`src/rtl/exe_dispatch_if.sv`:
```
// exe_dispatch_if: request, execution-unit and result signals of exe_dispatch.
// Carries o_err_count only when EXE_DISPATCH_ERRCNT_EN is defined.
interface exe_dispatch_if #(parameter int WIDTH = 32);
  logic             i_valid;
  logic             o_ready;
  logic [1:0]       i_oper;
  logic [WIDTH-1:0] i_argA;
  logic [WIDTH-1:0] i_argB;
  logic [1:0]       o_exe_oper;
  logic [WIDTH-1:0] o_exe_argA;
  logic [WIDTH-1:0] o_exe_argB;
  logic [WIDTH-1:0] i_exe_result;
  logic             i_exe_carry;
  logic             i_exe_error;
  logic             o_valid;
  logic             i_ready;
  logic [1:0]       o_oper;
  logic [WIDTH-1:0] o_result;
  logic             o_carry;
  logic             o_error;
`ifdef EXE_DISPATCH_ERRCNT_EN
  logic [7:0]       o_err_count;
`endif
  modport slave (
    input  i_valid, i_oper, i_argA, i_argB, i_exe_result, i_exe_carry, i_exe_error, i_ready,
`ifdef EXE_DISPATCH_ERRCNT_EN
    output o_err_count,
`endif
    output o_ready, o_exe_oper, o_exe_argA, o_exe_argB, o_valid, o_oper, o_result, o_carry, o_error
  );
  modport master (
    output i_valid, i_oper, i_argA, i_argB, i_exe_result, i_exe_carry, i_exe_error, i_ready,
`ifdef EXE_DISPATCH_ERRCNT_EN
    input  o_err_count,
`endif
    input  o_ready, o_exe_oper, o_exe_argA, o_exe_argB, o_valid, o_oper, o_result, o_carry, o_error
  );
endinterface

```
`src/rtl/exe_dispatch.sv`:
```
// exe_dispatch: FIFO-buffered operand dispatch and result capture around an execution unit.
// Optional error counter output enabled by EXE_DISPATCH_ERRCNT_EN.
module exe_dispatch #(
  parameter int WIDTH = 32,
  parameter int DEPTH = 4
) (
  input logic            i_clk,
  input logic            i_rst_n,
  exe_dispatch_if.slave  io
);
  localparam int AW = $clog2(DEPTH);
  localparam int EW = 2 + 2 * WIDTH;
  typedef enum logic [1:0] {IDLE, EXEC, DONE} state_t;
  state_t           state_q, state_d;
  logic [AW:0]      wr_q, wr_d, rd_q, rd_d;
  logic [EW-1:0]    mem_q [DEPTH];
  logic             full, empty, push, pop;
  logic [1:0]       exe_oper_q, exe_oper_d, oper_q, oper_d;
  logic [WIDTH-1:0] exe_a_q, exe_a_d, exe_b_q, exe_b_d, result_q, result_d;
  logic             valid_q, valid_d, carry_q, carry_d, error_q, error_d;
  // Extra wrap bit distinguishes full from empty when the indices match.
  assign full  = (wr_q[AW] != rd_q[AW]) && (wr_q[AW-1:0] == rd_q[AW-1:0]);
  assign empty = wr_q == rd_q;
  assign push  = io.i_valid && !full;
  always_comb begin
    state_d  = state_q;
    pop      = 1'b0;
    valid_d  = valid_q;
    oper_d   = oper_q;
    result_d = result_q;
    carry_d  = carry_q;
    error_d  = error_q;
    case (state_q)
      IDLE: begin
        pop     = !empty;
        state_d = empty ? IDLE : EXEC;
      end
      EXEC: begin
        valid_d  = 1'b1;
        oper_d   = exe_oper_q;
        result_d = io.i_exe_result;
        carry_d  = (exe_oper_q == 2'd0) && io.i_exe_carry;
        error_d  = exe_oper_q[1] && io.i_exe_error;
        state_d  = DONE;
      end
      DONE: if (io.i_ready) begin
        valid_d = 1'b0;
        pop     = !empty;
        state_d = empty ? IDLE : EXEC;
      end
      default: state_d = IDLE;
    endcase
    {exe_oper_d, exe_a_d, exe_b_d} = pop ? mem_q[rd_q[AW-1:0]] : {exe_oper_q, exe_a_q, exe_b_q};
    wr_d = wr_q + {{AW{1'b0}}, push};
    rd_d = rd_q + {{AW{1'b0}}, pop};
  end
  always_ff @(posedge i_clk) begin
    if (push) mem_q[wr_q[AW-1:0]] <= {io.i_oper, io.i_argA, io.i_argB};
  end
  always_ff @(posedge i_clk or negedge i_rst_n) begin
    if (!i_rst_n) begin
      state_q    <= IDLE;
      wr_q       <= '0;
      rd_q       <= '0;
      exe_oper_q <= '0;
      exe_a_q    <= '0;
      exe_b_q    <= '0;
      valid_q    <= 1'b0;
      oper_q     <= '0;
      result_q   <= '0;
      carry_q    <= 1'b0;
      error_q    <= 1'b0;
    end else begin
      state_q    <= state_d;
      wr_q       <= wr_d;
      rd_q       <= rd_d;
      exe_oper_q <= exe_oper_d;
      exe_a_q    <= exe_a_d;
      exe_b_q    <= exe_b_d;
      valid_q    <= valid_d;
      oper_q     <= oper_d;
      result_q   <= result_d;
      carry_q    <= carry_d;
      error_q    <= error_d;
    end
  end
`ifdef EXE_DISPATCH_ERRCNT_EN
  logic [7:0] cnt_q, cnt_d;
  assign cnt_d = (state_q == EXEC && error_d && cnt_q != 8'hFF) ? cnt_q + 8'd1 : cnt_q;
  always_ff @(posedge i_clk or negedge i_rst_n) begin
    if (!i_rst_n) cnt_q <= '0;
    else cnt_q <= cnt_d;
  end
  assign io.o_err_count = cnt_q;
`endif
  assign io.o_ready    = !full;
  assign io.o_exe_oper = exe_oper_q;
  assign io.o_exe_argA = exe_a_q;
  assign io.o_exe_argB = exe_b_q;
  assign io.o_valid    = valid_q;
  assign io.o_oper     = oper_q;
  assign io.o_result   = result_q;
  assign io.o_carry    = carry_q;
  assign io.o_error    = error_q;
endmodule

```
`src/flat_wrapper.sv`:
```
// flat-port wrapper written by rule: the top's interface ports become plain ports
module exe_dispatch_flat 
#(
  parameter int WIDTH = 32,
  parameter int DEPTH = 4
)
  (i_clk, i_rst_n, io_i_valid, io_i_oper, io_i_argA, io_i_argB, io_i_exe_result, io_i_exe_carry, io_i_exe_error, io_i_ready, io_o_ready, io_o_exe_oper, io_o_exe_argA, io_o_exe_argB, io_o_valid, io_o_oper, io_o_result, io_o_carry, io_o_error);
  exe_dispatch_if #(.WIDTH(WIDTH)) io_i ();
  input logic i_clk;
  input logic i_rst_n;
  input wire logic [$bits(io_i.i_valid)-1:0] io_i_valid;
  input wire logic [$bits(io_i.i_oper)-1:0] io_i_oper;
  input wire logic [$bits(io_i.i_argA)-1:0] io_i_argA;
  input wire logic [$bits(io_i.i_argB)-1:0] io_i_argB;
  input wire logic [$bits(io_i.i_exe_result)-1:0] io_i_exe_result;
  input wire logic [$bits(io_i.i_exe_carry)-1:0] io_i_exe_carry;
  input wire logic [$bits(io_i.i_exe_error)-1:0] io_i_exe_error;
  input wire logic [$bits(io_i.i_ready)-1:0] io_i_ready;
  output wire logic [$bits(io_i.o_ready)-1:0] io_o_ready;
  output wire logic [$bits(io_i.o_exe_oper)-1:0] io_o_exe_oper;
  output wire logic [$bits(io_i.o_exe_argA)-1:0] io_o_exe_argA;
  output wire logic [$bits(io_i.o_exe_argB)-1:0] io_o_exe_argB;
  output wire logic [$bits(io_i.o_valid)-1:0] io_o_valid;
  output wire logic [$bits(io_i.o_oper)-1:0] io_o_oper;
  output wire logic [$bits(io_i.o_result)-1:0] io_o_result;
  output wire logic [$bits(io_i.o_carry)-1:0] io_o_carry;
  output wire logic [$bits(io_i.o_error)-1:0] io_o_error;
  assign io_i.i_valid = io_i_valid;
  assign io_i.i_oper = io_i_oper;
  assign io_i.i_argA = io_i_argA;
  assign io_i.i_argB = io_i_argB;
  assign io_i.i_exe_result = io_i_exe_result;
  assign io_i.i_exe_carry = io_i_exe_carry;
  assign io_i.i_exe_error = io_i_exe_error;
  assign io_i.i_ready = io_i_ready;
  assign io_o_ready = io_i.o_ready;
  assign io_o_exe_oper = io_i.o_exe_oper;
  assign io_o_exe_argA = io_i.o_exe_argA;
  assign io_o_exe_argB = io_i.o_exe_argB;
  assign io_o_valid = io_i.o_valid;
  assign io_o_oper = io_i.o_oper;
  assign io_o_result = io_i.o_result;
  assign io_o_carry = io_i.o_carry;
  assign io_o_error = io_i.o_error;
  exe_dispatch #(.WIDTH(WIDTH), .DEPTH(DEPTH)) u_core (.i_clk(i_clk), .i_rst_n(i_rst_n), .io(io_i));
endmodule
```
`config.mk`:
```
export PLATFORM = sky130hd
export DESIGN_NAME = exe_dispatch_flat
export DESIGN_NICKNAME = d
export VERILOG_FILES = /design/src/rtl/exe_dispatch_if.sv /design/src/rtl/exe_dispatch.sv /design/src/flat_wrapper.sv
export SDC_FILE = /design/constraint.sdc
export NUM_CORES = 1
export LEC_CHECK = 0
export BUFFER_PORTS_ARGS = -buffer_cell sky130_fd_sc_hd__buf_4
export CAP_MARGIN = 10
export CORE_MARGIN = 5
export CORE_UTILIZATION = 50
export CTS_CLUSTER_SIZE = 12
export DETAILED_ROUTE_END_ITERATION = 12
export PLACE_DENSITY = 0.71
export SLEW_MARGIN = 25
export SYNTH_ARGS = -nofsm -noshare
export SYNTH_HDL_FRONTEND = slang
export SYNTH_SLANG_ARGS = --single-unit
```
`constraint.sdc`:
```
create_clock -name i_clk -period 16.6 [get_ports i_clk]
set_clock_uncertainty 0.1 [all_clocks]
set_input_delay 1.66 -clock i_clk [delete_from_list [all_inputs] [get_ports i_clk]]
set_output_delay 1.66 -clock i_clk [all_outputs]
set_load 0.01 [all_outputs]
```
## Yosys cells after proc, flatten, opt, wreduce, memory -nomap -nowiden

Memory sizes are Yosys's and may differ from the RTL's. A register that Yosys moved wholly into a read port is not among the register bits.
Cells that the tools add are included.

- Add/subtract/negate cells: 2
- Multipliers: 0
- Div/mod/pow operators: 0
- Magnitude comparators: 0
- Equal/unequal tests: 6
- Shift operators: 0
- Mux-type cells: 9
- Bitwise gates (word level): 0
- Reductions and logical operators: 11

Operator list:

| cell | number |
|---|---|
| $add A3 B1 Y3 | 2 |
| $pmux W2 S3 | 1 |
| $mux W1 | 5 |
| $logic_and A1 B1 Y1 | 4 |
| $logic_not A2 Y1 | 2 |
| $pmux W1 S2 | 2 |
| $eq A3 B3 Y1 | 1 |
| $logic_not A1 Y1 | 3 |
| $eq A2 B1 Y1 const B | 1 |
| $eq A2 B2 Y1 | 1 |
| $eq A2 B2 Y1 const B | 1 |
| $mux W2 | 1 |
| $ne A2 B2 Y1 const B | 1 |
| $reduce_and A2 Y1 | 1 |
| $reduce_bool A2 Y1 | 1 |
| $ne A1 B1 Y1 | 1 |

- Register bits: 45
- Bits in latches: 0
- RAM bits: 264
- Bits in read-only memories: 0
- Input port bits: 104
- Output and inout port bits: 104
- Memories: 1

Memories:

| name | words | bits a word | read ports | clocked after memory_dff | wr ports | line | RTL |
|---|---|---|---|---|---|---|---|
| u_core.mem_q | 4 | 66 | 1 | 1 | 1 | exe_dispatch.sv:16 | `logic [EW-1:0] mem_q [DEPTH];` |

## Longest topological paths before layout

Gate-level depths: netlist of run 1.

- Depth after elaboration: 6
- Depth in mapped cells: 8

## Worst setup path after synthesis of run 1

OpenSTA, ideal clock, no wires.

- Path type: input port to flip-flop
- Start: input io_i_valid
- End: memory u_core.mem_q[2][0] (netlist bit), enable pin
- Arrival time: 6.631 ns
- Data required time: 15.915 ns
- Slack: 9.284 ns
- Cell stages on the path: 2
- Path buffers: 0
- Path through: o31ai_1 nor3b_1

- Word-level cells in the longest chain between the ends: 3

Ends and longest elaborated chain:

| element | line | RTL |
|---|---|---|
| from (decl) | flat_wrapper.sv:11 | `input wire logic [$bits(io_i.i_valid)-1:0] io_i_valid;` |
| $logic_and A1 B1 Y1 | exe_dispatch.sv:24 | `assign push = io.i_valid && !full;` |
| $mux W1 | exe_dispatch.sv:58 | `if (push) mem_q[wr_q[AW-1:0]] <= {io.i_oper, io.i_argA, io.i_argB};` |
| $mux W1 (not written as such) | exe_dispatch.sv:58 |  |
| to (decl) | exe_dispatch.sv:16 |  |

No other way between the ends.

## Final worst setup path of run 1

- Start: register u_core.rd_q[1]
- End: output io_o_ready

- Word-level cells in the longest chain between the ends: 3

Ends and longest elaborated chain:

| element | line | RTL |
|---|---|---|
| from (decl) | exe_dispatch.sv:15 | `logic [AW:0] wr_q, wr_d, rd_q, rd_d;` |
| from (signal assigned) | exe_dispatch.sv:76 | `rd_q <= rd_d;` |
| $eq A2 B2 Y1 | exe_dispatch.sv:22 | `assign full = (wr_q[AW] != rd_q[AW]) && (wr_q[AW-1:0] == rd_q[AW-1:0]);` |
| $logic_and A1 B1 Y1 | exe_dispatch.sv:22 |  |
| $logic_not A1 Y1 | exe_dispatch.sv:96 | `assign io.o_ready = !full;` |
| to (decl) | flat_wrapper.sv:19 | `output wire logic [$bits(io_i.o_ready)-1:0] io_o_ready;` |

No other way between the ends.

==> results by stage, run 1 <==
Pwr:
- The maximum vdd ir drop is 0.130 mV.
- The total leakage power is 6.54 nW.
- The power per standard cell area is 199 nW/um^2.

Cells and area:
- The top cell types in the final layout, fill and taps aside, are 264 x sky130_fd_sc_hd__edfxtp_1, 213 x sky130_fd_sc_hd__buf_4, 109 x sky130_fd_sc_hd__dfrtp_1.
- The commonest non-fill, non-tap cell in the layout is sky130_fd_sc_hd__edfxtp_1.
- The number of inserted diodes is 0.
- The relative area change from synthesis to final layout is 22.4%.
- Of the cells placed in the final design, the portion with a size suffix greater than 1 is 0.431.
- The layout net count is 1006.
- The core occupancy in the finished layout is 0.625.

Timing:
- Timing would allow up to 237 MHz.
- The final hold violation count is 0.
- The max-slew violation count is 0.
- The transition time at the pin with the least slew margin is 1.03 ns.
- Setup repair after global routing left no endpoint under its margin.
- The smallest clock period supported by the final layout is computed as 4.22 ns.
- Setup violations remaining at the end of the flow were counted as 0.
- The final setup TNS is 0 ns.
- Measured against its own limit, the worst slew margin works out to 0.312.
- Dividing the final minimum period by the clock period gives 0.254.

Detailed routing:
- In this run the remaining antenna-violating nets after routing total 0.
- The final wirelength is 26.1 mm.
- In the routed layout, each cell is associated on average with a via count of 5.20.
- The detailed router finished its first iteration with 414 violations.
- In the routed design, unresolved DRC markers number 0.
- The routed length per instance is 20.1 um.
- The first detailed-routing pass ran for 4 iterations.
- The overall via count from detail_route is 6757.

Setup path:
- STA classifies the critical path startpoint as a flop.
- The type of the setup path with the least slack is flop to output port.
- The startpoint identified for the worst register-to-register timing path is u_core.rd_q[1].
- For the worst setup path, the data arrival time is 2.46 ns.
- In this design, the stage delay of the slowest critical-path cell is 1.10 ns.
- The critical path startpoint is u_core.rd_q[1].
- The cell depth of the worst flop-to-flop path is 4.
- The endpoint class of the critical path is an output port.
- Traced cell by cell, the critical path runs through xor2_1 > or3_1 > buf_4.
- The endpoint identified for the worst register-to-register timing path is u_core.mem_q[3][7].
- The biggest fanout along the worst timing path is 68.
- The slack of the worst reg-to-reg path is 13.37 ns.
- At the worst endpoint, the required time is 14.84 ns.
- The slowest stage of the critical path belongs to the cell sky130_fd_sc_hd__dfrtp_4.

Clocking:
- The clock passes through at most 3 buffers.
- The buffer count from post-CTS setup fixing is 0.
- Clock-pin slew was measured on the worst setup and hold paths at 0.06 ns.
- The count of H-tree levels built during CTS is 2.
- Counting every sink on the clock net gives 375.
- TritonCTS built the clock tree.
- The cell sitting at the root of the clock tree is a sky130_fd_sc_hd__clkbuf_16.
- The number of buffers inserted during clock tree synthesis is 38.
- Hold repair after CTS inserted 0 buffers.
- The post-CTS resize count is 0.
- The later-pin clock latency in the skew report is 0.50 ns.

GRT:
- Entering global routing, the biggest net connects 82 pins.
- The met1 routing resource usage after global routing is 0.230.
- In the global route stage, met3 resource usage came out at 0.0403.
- After global routing, the most crowded layer is met2.
- The initial antenna violation count is 1.
- The total routing resource utilization after global routing is 0.168.
- Summed over all layers, the global routing overflow is 0.
- The first global-routing pass estimated 40.9 mm of wire.
- The number of global-route vias before repair was 7255.
- The global-route track usage on met2 is 0.276.

Logic synthesis:
- The fraction of the yosys area taken by sequential cells is 0.774.
- Counting flops and latches in the post-synthesis netlist gives 375.
- A synthesized cell averages 20.6 sq um.
- The Yosys warning count is 0.
- The number of distinct library cells after synthesis is 28.
- The net count after synthesis is 780.
- Summing every instance area after synthesis gives 13800 sq um.
- The number of cells produced by synthesis is 672.

Die:
- The top-level I/O count is 208.
- The core box area is 27100 sq um.
- The die outline height is 176 um.
- The die is 176 um wide.
- The initial core utilization is 0.510.
- Row generation in the floorplan step produced 60 rows.
- The floorplan die area is 31100 sq um.

Placed design:
- The last weighted congestion value of the routability-driven placer is 0.721.
- The HPWL after detailed placement is 15.9 mm.
- The port buffer count is 207.

Worst hold path:
- The worst hold path terminates at u_core.io.o_error.
- The worst hold path belongs to the class flop to flop.
- In this run the most critical hold path is launched from u_core.io.o_error.
- Counting instances, the worst hold path has a depth of 2.

Outcome:
- The flow ran to the end, and the final reports show no timing, DRC or antenna violations.

Job:
- The number of max-cap violations is 0.
## critical path, delay by kind of cell (launching register included)
| kind | cells | cell delay [ns] |
|---|---|---|
| and+or+nand+nor | 1 | 0.42 |
| xor gates and xnor gates | 1 | 0.27 |
| buffers and inverters | 1 | 0.16 |
| DFF | 1 | 1.10 |
## flip-flops by register name, summed over array words and instances, names as in the netlist
| signal | count |
|---|---|
| u_core.io.o_exe_argB | 32 |
| u_core.state_q | 2 |
| u_core.io.o_oper | 2 |
| u_core.io.o_exe_argA | 32 |
| u_core.io.o_carry | 1 |
| u_core.io.o_result | 32 |
| u_core.rd_q | 3 |
| u_core.mem_q | 264 |
| u_core.io.o_valid | 1 |
| u_core.io.o_error | 1 |
| u_core.wr_q | 3 |
| u_core.io.o_exe_oper | 2 |
## metal layers
layer  vias up  part of all wire
li1       3039                 -
met1      3471              0.42
met2       207              0.49
met3        38             0.066
met4         2             0.020
met5         -           0.00077
## metrics by stage
stage               std cells  power [mW]  hold slack (ns)  setup WS, ns  area [sq um]
finish                   1299        3.36            0.365         12.38         16900
global route             1299        3.55            0.402         12.24         16900
CTS                      1299        3.42            0.371         12.33         16900
detailed placement       1230        2.64            0.358         12.89         15800
global placement         1228        2.59            0.355         12.89         15800
floorplan                 672        2.22            0.365          9.28         13800
## synth_stat cells, drive strengths merged
master / number / share of area
nor2b: 1 / 0.00045
o311a: 2 / 0.0014
nand2b: 2 / 0.00090
xnor2: 1 / 0.00063
o21ai: 1 / 0.00036
or3: 1 / 0.00045
buf: 16 / 0.0083
nor3b: 2 / 0.0011
xor2: 5 / 0.0032
ha: 4 / 0.0036
o31ai: 1 / 0.00054
clkbuf: 14 / 0.0039
nor3: 2 / 0.00072
edfxtp: 264 / 0.57
nand2: 105 / 0.028
dfrtp: 111 / 0.20
inv: 3 / 0.00081
mux4: 66 / 0.11
and3: 1 / 0.00045
a22o: 1 / 0.00063
nand3: 1 / 0.00036
mux2: 66 / 0.062
a21oi: 2 / 0.00072
## cell type report
| cell class | instances | area, sq um |
|---|---|---|
| Timing Repair Buffer | 216 | 1650 |
| Inverter | 3 | 11.3 |
| Multi-Input combinational cell | 264 | 2980 |
| Tap cell | 372 | 465 |
| Fill cell | 1913 | 10200 |
| Clock buffer | 66 | 1100 |
| Sequential cell | 375 | 10700 |
| Clock inverter | 3 | 18.8 |
## worst max-delay path by stage
stage | to | slack (ns) | cells after the start
2_1_floorplan | u_core.mem_q[2][0] | 9.28 | 2
3_3_place_gp | io_o_ready | 12.89 | 3
3_5_place_dp | io_o_ready | 12.89 | 3
4_1_cts | io_o_ready | 12.33 | 3
5_1_grt | io_o_ready | 12.24 | 3
6_report | io_o_ready | 12.38 | 3
## where the power goes
group,internal (mW),switching [mW]
combinational,0.611,0.481
clock,0.447,0.323
sequential,1.32,0.178
total,2.38,0.982
## logic make-up after synthesis
| logic type | share of synthesized area |
|---|---|
| flip-flops | 0.774 |
| multiplexers | 0.169 |
| AND/OR/NAND/NOR | 0.0329 |
| buffers and inverters | 0.0130 |
| AO/OA/AOI/OAI | 0.00371 |
| XOR/XNOR | 0.00380 |
| adder cells (fa/ha/maj) | 0.00362 |
(Power assumes the default switching activity.)
==> inputs of run 2 (changes only) <==
--- a/config.mk
+++ b/config.mk
@@ -11,7 +11,7 @@
 export CORE_UTILIZATION = 50
 export CTS_CLUSTER_SIZE = 12
 export DETAILED_ROUTE_END_ITERATION = 12
-export PLACE_DENSITY = 0.71
+export PLACE_DENSITY = 0.74
 export SLEW_MARGIN = 25
 export SYNTH_ARGS = -nofsm -noshare
 export SYNTH_HDL_FRONTEND = slang
==> constraint.sdc (replaced) <==
create_clock -name i_clk -period 3.45 [get_ports i_clk]
set_clock_uncertainty 0.1 [all_clocks]
set_input_delay 0.345 -clock i_clk [delete_from_list [all_inputs] [get_ports i_clk]]
set_output_delay 0.345 -clock i_clk [all_outputs]
set_load 0.01 [all_outputs]
==> run 2 against run 1 <==
Net effect: sequential share of layout area decreased by 4.5 points; clock power increased to 5.3 times the previous value; flip-flop and latch count unchanged; critical path type is now flop to flop; highest routed layer is now met4.
==> results by stage, run 2 (synthesized netlist as in run 1, its figures left out) <==
Clocking:
- TritonCTS built the clock tree.
- The number of buffers inserted during clock tree synthesis is 40 (+5.3%).
- The buffer count from post-CTS setup fixing is 0 (unchanged).
- The register clock-pin slew on the reported worst setup and hold paths is 0.06 ns (about the same).
- CTS placed an instance of sky130_fd_sc_hd__clkbuf_16 at the clock tree root.
- The sink count of the clock tree is 375 (unchanged).
- The maximum buffer depth of the clock tree is 3 (unchanged).
- The later-pin clock latency in the skew report was 0.51 ns (about the same).
- The count of H-tree levels built during CTS is 2 (unchanged).

Die:
- The floorplan die area is 31100 sq um (unchanged).
- The initial core utilization is 0.510 (unchanged).
- The die outline height is 176 um (unchanged).
- The die width is 176 um (unchanged).
- The core box area is 27100 sq um (unchanged).
- The top-level I/O count is 208 (unchanged).
- The count of standard-cell rows is 60 (unchanged).

Detailed routing:
- The count of TritonRoute iterations in the first routing pass is 4 (unchanged).
- The overall via count from detail_route is 7256 (+7.4%).
- The routed length per instance came to 19.8 um (-1.5%).
- The per-cell via count in the routed design is 5.12 (-1.5%).
- The violation count after the first detailed-routing iteration is 453 (+9.4%).
- The final routed DRC violation total is 0 (unchanged).
- The final antenna-violating net count is 0 (unchanged).
- The final wirelength is 28.0 mm (+7.4%).

Setup path:
- The critical path data required time is 3.57 ns (-11.27 ns).
- The slack of the worst reg-to-reg path is 0.84 ns (-12.53 ns).
- The worst endpoint data arrival time is 2.73 ns (+0.27 ns).
- The worst setup path is launched from a flop.
- The endpoint class of the critical path is a flop.
- The critical path startpoint is u_core.rd_q[0].
- Among all stages on the critical path, the largest delay is contributed by sky130_fd_sc_hd__dfrtp_4.
- The signal on the critical path passes through xor2_1 > o31ai_2 > inv_1 > and3_4 > buf_12.
- The start of the worst register-to-register path is u_core.rd_q[0].
- The category of cells accounting for the largest share of critical-path delay is flip-flops.
- The buffering stage count on the worst path with inverters included was 2 (+1).
- The type of the setup path with the least slack is flop to flop.
- The biggest fanout along the worst timing path is 54 (-21%).
- The delay of the slowest cell on the worst path was 0.62 ns (-0.48 ns).

Cells and area:
- The area of combinational cells with multiple inputs is 3010 sq um (+0.97%).
- In the layout the commonest cells are 264 x sky130_fd_sc_hd__edfxtp_1, 222 x sky130_fd_sc_hd__buf_4, 109 x sky130_fd_sc_hd__dfrtp_1.
- The flip-flop and latch area is 10700 sq um (unchanged).
- The total of fill cells in the finished design is 1774 (-7.3%).
- The commonest non-fill, non-tap cell in the layout is sky130_fd_sc_hd__edfxtp_1.
- The number of flip-flops under the largest register name came to 264 (unchanged).
- The layout net count is 1119 (+11%).
- The share of layout cells above drive strength 1 is 0.406 (-0.0259).
- The total non-filler cell area in the finished layout is 18200 sq um (+7.6%).
- The relative area change from synthesis to final layout is 31.8%.

Pwr:
- The maximum vdd ir drop is 0.557 mV (+330%).
- The combinational group share of total power is 0.341 (+0.016).
- The cell internal power dissipation is 11.9 mW (+400%).
- The fraction of power spent switching nets is 0.292 (about the same).
- The total leakage power is 7.12 nW (+8.8%).
- The power per standard cell area is 921 nW/um^2 (+360%).
- The sequential share of power is 0.417 (-0.029).
- The clock power share is 0.242 (+0.013).
- The total power is 16.8 mW (+400%).
- The net switching power is 4.90 mW (+400%).

Timing:
- The minimum clock period after layout is 2.61 ns.
- The max-slew violation count is 0 (unchanged).
- The final hold violation count is 0 (unchanged).
- Timing would allow up to 384 MHz.
- The number of setup violations in the final report was 0 (unchanged).
- The transition time at the pin with the least slew margin came to 0.981 ns (-0.0508 ns).
- The relative slew slack came to 0.346 (+0.0339).
- The final setup TNS is 0 ns (unchanged).
- Setup repair after global routing left no endpoint under its margin.
- Of the available clock period, the critical path in the final layout requires 0.755.

GRT:
- The total routing resource utilization after global routing is 0.182 (+0.0142).
- The remaining global-route overflow is 0 (unchanged).
- The global-route wire length before repair is 44.1 mm (+7.8%).
- The largest net degree at the start of global routing is 74 (-9.8%).
- The initial antenna violation count is 1 (unchanged).
- The number of global-route vias before repair is 7971 (+9.9%).

Worst hold path:
- The worst hold-check path type is primary input to flop.
- The worst min-delay path startpoint is io_i_ready.

Placed design:
- The last weighted congestion value of the routability-driven placer is 0.701 (-2.8%).
- The post-detailed-placement cell area was 15900 sq um (+0.70%).
- The placed wire-length estimate after detailed placement was 16.6 mm (+4.4%).
- The port buffer count is 207 (unchanged).

Job:
- The number of max-cap violations is 0 (unchanged).

Outcome:
- The flow ran to the end, and the final reports show no timing, DRC or antenna violations.
-- run 2: changes by cell type in the layout (fill, tap and decap cells not counted), sizes merged --
cell and change:
dlygate4sd3 +101, clkbuf +3, inv +2, buf +10, diode +1
-- run 2: final timing paths --
path | end | depth (start not counted)
worst max register to register | u_core.mem_q[3][7] | 5
worst max-delay path | u_core.mem_q[3][7] | 5
worst min-delay path | u_core.io.o_valid | 4
max in group asynchronous | u_core.io.o_exe_argB[6] | 3
min in group asynchronous | u_core.io.o_result[21] | 2
worst min register to register | u_core.io.o_result[8] | 2
-- run 2: worst register-to-register path, stage by stage (launching register included) --
cell and delay (ns):
sky130_fd_sc_hd__dfrtp_4 0.62, sky130_fd_sc_hd__xor2_1 0.27, sky130_fd_sc_hd__o31ai_2 0.60, sky130_fd_sc_hd__inv_1 0.15, sky130_fd_sc_hd__and3_4 0.30, sky130_fd_sc_hd__buf_12 0.24
-- run 2: power groups by stage --
| stage | registers [mW] | logic (mW) | clock network, mW |
|---|---|---|---|
| finish | 7.00 | 5.73 | 4.06 |
| global route | 7.15 | 6.20 | 4.38 |
| CTS | 7.01 | 5.84 | 4.16 |
| detailed placement | 7.08 | 5.73 | 0 |
| global placement | 7.02 | 5.62 | 0 |
| floorplan | 7.19 | 3.47 | 0 |
-- run 2: area by class of cell --
type | instances | area share
flip-flops and latches | 375 | 0.588
multi-input cells | 264 | 0.165
repair buffers | 327 | 0.151
clock buffers | 69 | 0.0681
well taps | 372 | 0.0255
clock inverters | 5 | 0.00213
inverters | 3 | 0.000618
diodes | 1 | 0.000137
-- run 2: metrics by stage --
step	hold WS (ns)	utilization	std cells	setup WS (ns)
2_1_floorplan	-0.0506	-	672	0.146
3_3_place_gp	0.360	0.588	1240	0.588
3_5_place_dp	0.364	0.588	1240	0.579
4_1_cts	0.0856	0.672	1415	0.503
5_1_grt	0.106	0.673	1416	0.713
6_report	0.113	0.673	1416	0.844
-- run 2: routing by layer --
| layer | global-route usage | share of wire | vias to the layer above |
|---|---|---|---|
| met4 | 0.0451 | 0.020 | 0 |
| met5 | 0 | 0 | - |
| li1 | - | - | 3274 |
| met1 | 0.243 | 0.42 | 3705 |
| met3 | 0.0377 | 0.062 | 43 |
| met2 | 0.311 | 0.50 | 234 |
-- run 2: repair_timing --
action | CTS | global route
hold buffers | 101 | 0
endpoints found under the hold margin | 369 | 0
gates resized for setup | 0 | 0
==> inputs of run 3 (changes only) <==
--- a/config.mk
+++ b/config.mk
@@ -11,7 +11,7 @@
 export CORE_UTILIZATION = 50
 export CTS_CLUSTER_SIZE = 12
 export DETAILED_ROUTE_END_ITERATION = 12
-export PLACE_DENSITY = 0.74
+export PLACE_DENSITY = 0.71
 export SLEW_MARGIN = 25
 export SYNTH_ARGS = -nofsm -noshare
 export SYNTH_HDL_FRONTEND = slang
==> constraint.sdc (replaced) <==
create_clock -name i_clk -period 2.7 [get_ports i_clk]
set_clock_uncertainty 0.1 [all_clocks]
set_input_delay 0.27 -clock i_clk [delete_from_list [all_inputs] [get_ports i_clk]]
set_output_delay 0.27 -clock i_clk [all_outputs]
set_load 0.01 [all_outputs]
==> run 3 against run 2 <==
Net effect: utilization is essentially flat; first-iteration DRC count decreased by 12%; clock power is 22% higher.
==> results by stage, run 3 (synthesized netlist as in run 1, its figures left out) <==
Outcome:
- The run finished with clean final reports.

Setup path:
- The biggest fanout along the worst timing path was 34 (-37%).
- The kind of start point of the critical path is a flop.
- The worst endpoint data arrival time is 2.45 ns (-0.28 ns).
- The endpoint class of the critical path is a flop.
- The worst setup path is of the flop to flop kind.
- The critical path data required time came to 2.78 ns (-0.79 ns).

Cells and area:
- The total non-filler cell area in the finished layout is 18200 sq um (about the same).
- The layout net count is 1114 (-0.45%).
- Leaving out fill and tap cells, the most frequent cell in the layout is sky130_fd_sc_hd__edfxtp_1.
- The relative area change from synthesis to final layout came to 31.8% (about the same).
- The share of layout cells above drive strength 1 came to 0.400 (-0.00556).
- The core occupancy in the finished layout is 0.673 (about the same).
- The number of flip-flops under the largest register name is 264 (unchanged).
- The number of non-filler instances in the completed layout came to 1409 (-0.49%).
- In the layout the commonest cells are 264 x sky130_fd_sc_hd__edfxtp_1, 212 x sky130_fd_sc_hd__buf_4, 107 x sky130_fd_sc_hd__dfrtp_1.

Timing:
- The final critical-path setup slack came to 0.328 ns (-0.516 ns).
- The maximum clock frequency is 422 MHz (+9.9%).
- The relative slew slack is 0.577 (+0.231).
- The number of setup violations in the final report is 0 (unchanged).
- The max-slew violation count is 0 (unchanged).
- The part of the cycle the worst path needs is 0.879 (+0.123).
- Setup repair after global routing left no endpoint under its margin.
- The final hold violation count is 0 (unchanged).
- The transition time at the pin with the least slew margin is 0.634 ns (-0.347 ns).
- The post-route worst hold slack was 0.0359 ns (-0.0766 ns).
- The minimum clock period after layout was 2.37 ns (-0.234 ns).

Die:
- The count of standard-cell rows is 60 (unchanged).
- The top-level I/O count is 208 (unchanged).
- The die width is 176 um (unchanged).
- The floorplan die area is 31100 sq um (unchanged).
- The core box area is 27100 sq um (unchanged).
- The die outline height is 176 um (unchanged).
- The initial core utilization is 0.510 (unchanged).

Detailed routing:
- The routed length per instance is 20.0 um (+1.2%).
- The per-cell via count in the routed design is 5.15 (+0.44%).
- The count of TritonRoute iterations in the first routing pass was 4 (unchanged).
- The violation count after the first detailed-routing iteration is 398 (-12%).
- The final routed DRC violation total came to 0 (unchanged).
- The final wirelength is 28.2 mm (+0.70%).
- The overall via count from detail_route is 7252 (-0.055%).
- The final antenna-violating net count was 0 (unchanged).

GRT:
- The initial antenna violation count is 2 (+1).
- The largest net degree at the start of global routing came to 68 (-8.1%).
- The remaining global-route overflow is 0 (unchanged).
- The number of global-route vias before repair is 7949 (-0.28%).
- The global-route wire length before repair is 44.2 mm (+0.27%).
- The total routing resource utilization after global routing came to 0.182 (-0.000231).

Clocking:
- The count of H-tree levels built during CTS is 2 (unchanged).
- The sink count of the clock tree came to 375 (unchanged).
- The number of buffers inserted during clock tree synthesis is 39 (-2.5%).
- Clock tree synthesis selected as its root buffer the cell sky130_fd_sc_hd__clkbuf_16.
- The maximum buffer depth of the clock tree was 3 (unchanged).
- The buffer count from post-CTS setup fixing is 0 (unchanged).
- The register clock-pin slew on the reported worst setup and hold paths is 0.06 ns (about the same).
- The post-CTS resize count is 0 (unchanged).
- The later-pin clock latency in the skew report was 0.50 ns (about the same).
- TritonCTS built the clock tree.

Placed design:
- The placed wire-length estimate after detailed placement is 15.6 mm (-6.1%).
- The last weighted congestion value of the routability-driven placer is 0.738 (+5.3%).
- The post-detailed-placement cell area came to 16000 sq um (+0.27%).
- The port buffer count is 207 (unchanged).
- The post-placement worst setup slack is 0.154 ns (-0.425 ns).
- The number of placed instances, taps included was 1234 (-0.48%).

Pwr:
- The total leakage power came to 7.08 nW (-0.60%).
- The maximum vdd ir drop is 0.808 mV (+45%).
- The power per standard cell area came to 1170 nW/um^2 (+27%).

Job:
- The number of max-cap violations is 0 (unchanged).

Worst hold path:
- The worst hold-check path type is primary input to flop.
[run 3: cell count changes in the layout (fill, tap and decap cells not counted), moves of 2 or more]
cell	previous run	this run
sky130_fd_sc_hd__buf_4	222	212
sky130_fd_sc_hd__buf_12	3	9
sky130_fd_sc_hd__clkinv_1	0	5
sky130_fd_sc_hd__clkbuf_8	9	6
sky130_fd_sc_hd__clkinv_2	2	0
sky130_fd_sc_hd__dfrtp_1	109	107
sky130_fd_sc_hd__dfrtp_2	0	2
sky130_fd_sc_hd__inv_6	2	0
sky130_fd_sc_hd__xor2_1	5	3
sky130_fd_sc_hd__xor2_2	0	2
[run 3: final timing paths]
path | slack [ns] | cells past startpoint | to | startpoint
min in group asynchronous | 0.18 | 2 | u_core.io.o_result[7] | i_rst_n
max in group asynchronous | 1.48 | 3 | u_core.io.o_result[28] | i_rst_n
setup / recovery | 0.33 | 5 | u_core.mem_q[3][30] | u_core.rd_q[1]
setup reg to reg | 0.33 | 5 | u_core.mem_q[3][30] | u_core.rd_q[1]
hold reg to reg | 0.37 | 2 | u_core.io.o_error | u_core.io.o_error
hold / removal | 0.04 | 4 | u_core.io.o_valid | io_i_ready
[run 3: area by class of cell]
type / instances / area (sq um)
diodes: 2 / 5.00
clock buffers: 65 / 1180
clock inverters: 5 / 18.8
fillers: 1772 / 8870
inverters: 3 / 11.3
multi-input cells: 264 / 3030
flip-flops and latches: 375 / 10700
well taps: 372 / 465
repair buffers: 323 / 2810
[run 3: where the power goes]
group	switching [mW]	leakage [nW]	internal (mW)
registers	0.756	3.74	8.11
logic	3.54	2.76	4.03
clock network	2.00	0.577	2.95
total	6.30	7.08	15.1
[run 3: through the flow]
| step | power [mW] | setup TNS, ns |
|---|---|---|
| 5_1_grt | 22.5 | 0 |
| 2_1_floorplan | 13.7 | -73.66 |
| 4_1_cts | 21.6 | 0 |
| 3_3_place_gp | 16.3 | 0 |
| 3_5_place_dp | 16.5 | 0 |
| 6_report | 21.4 | 0 |
[run 3: routing by layer]
layer / up-vias / track usage / share of wire
met5: - / 0 / 0
met4: 0 / 0.0361 / 0.013
met3: 28 / 0.0381 / 0.055
met2: 215 / 0.323 / 0.52
met1: 3747 / 0.235 / 0.42
li1: 3262 / - / -
[run 3: timing repair]
action,4_1_cts,5_1_grt
endpoints found under the hold margin,328,0
setup endpoints to repair,0,0
hold buffers,101,0
[run 3: critical path, stage by stage (launching register included)]
cell and delay (ns):
sky130_fd_sc_hd__dfrtp_4 0.48, sky130_fd_sc_hd__xor2_2 0.31, sky130_fd_sc_hd__o31ai_4 0.16, sky130_fd_sc_hd__inv_1 0.11, sky130_fd_sc_hd__and3_4 0.54, sky130_fd_sc_hd__buf_12 0.30
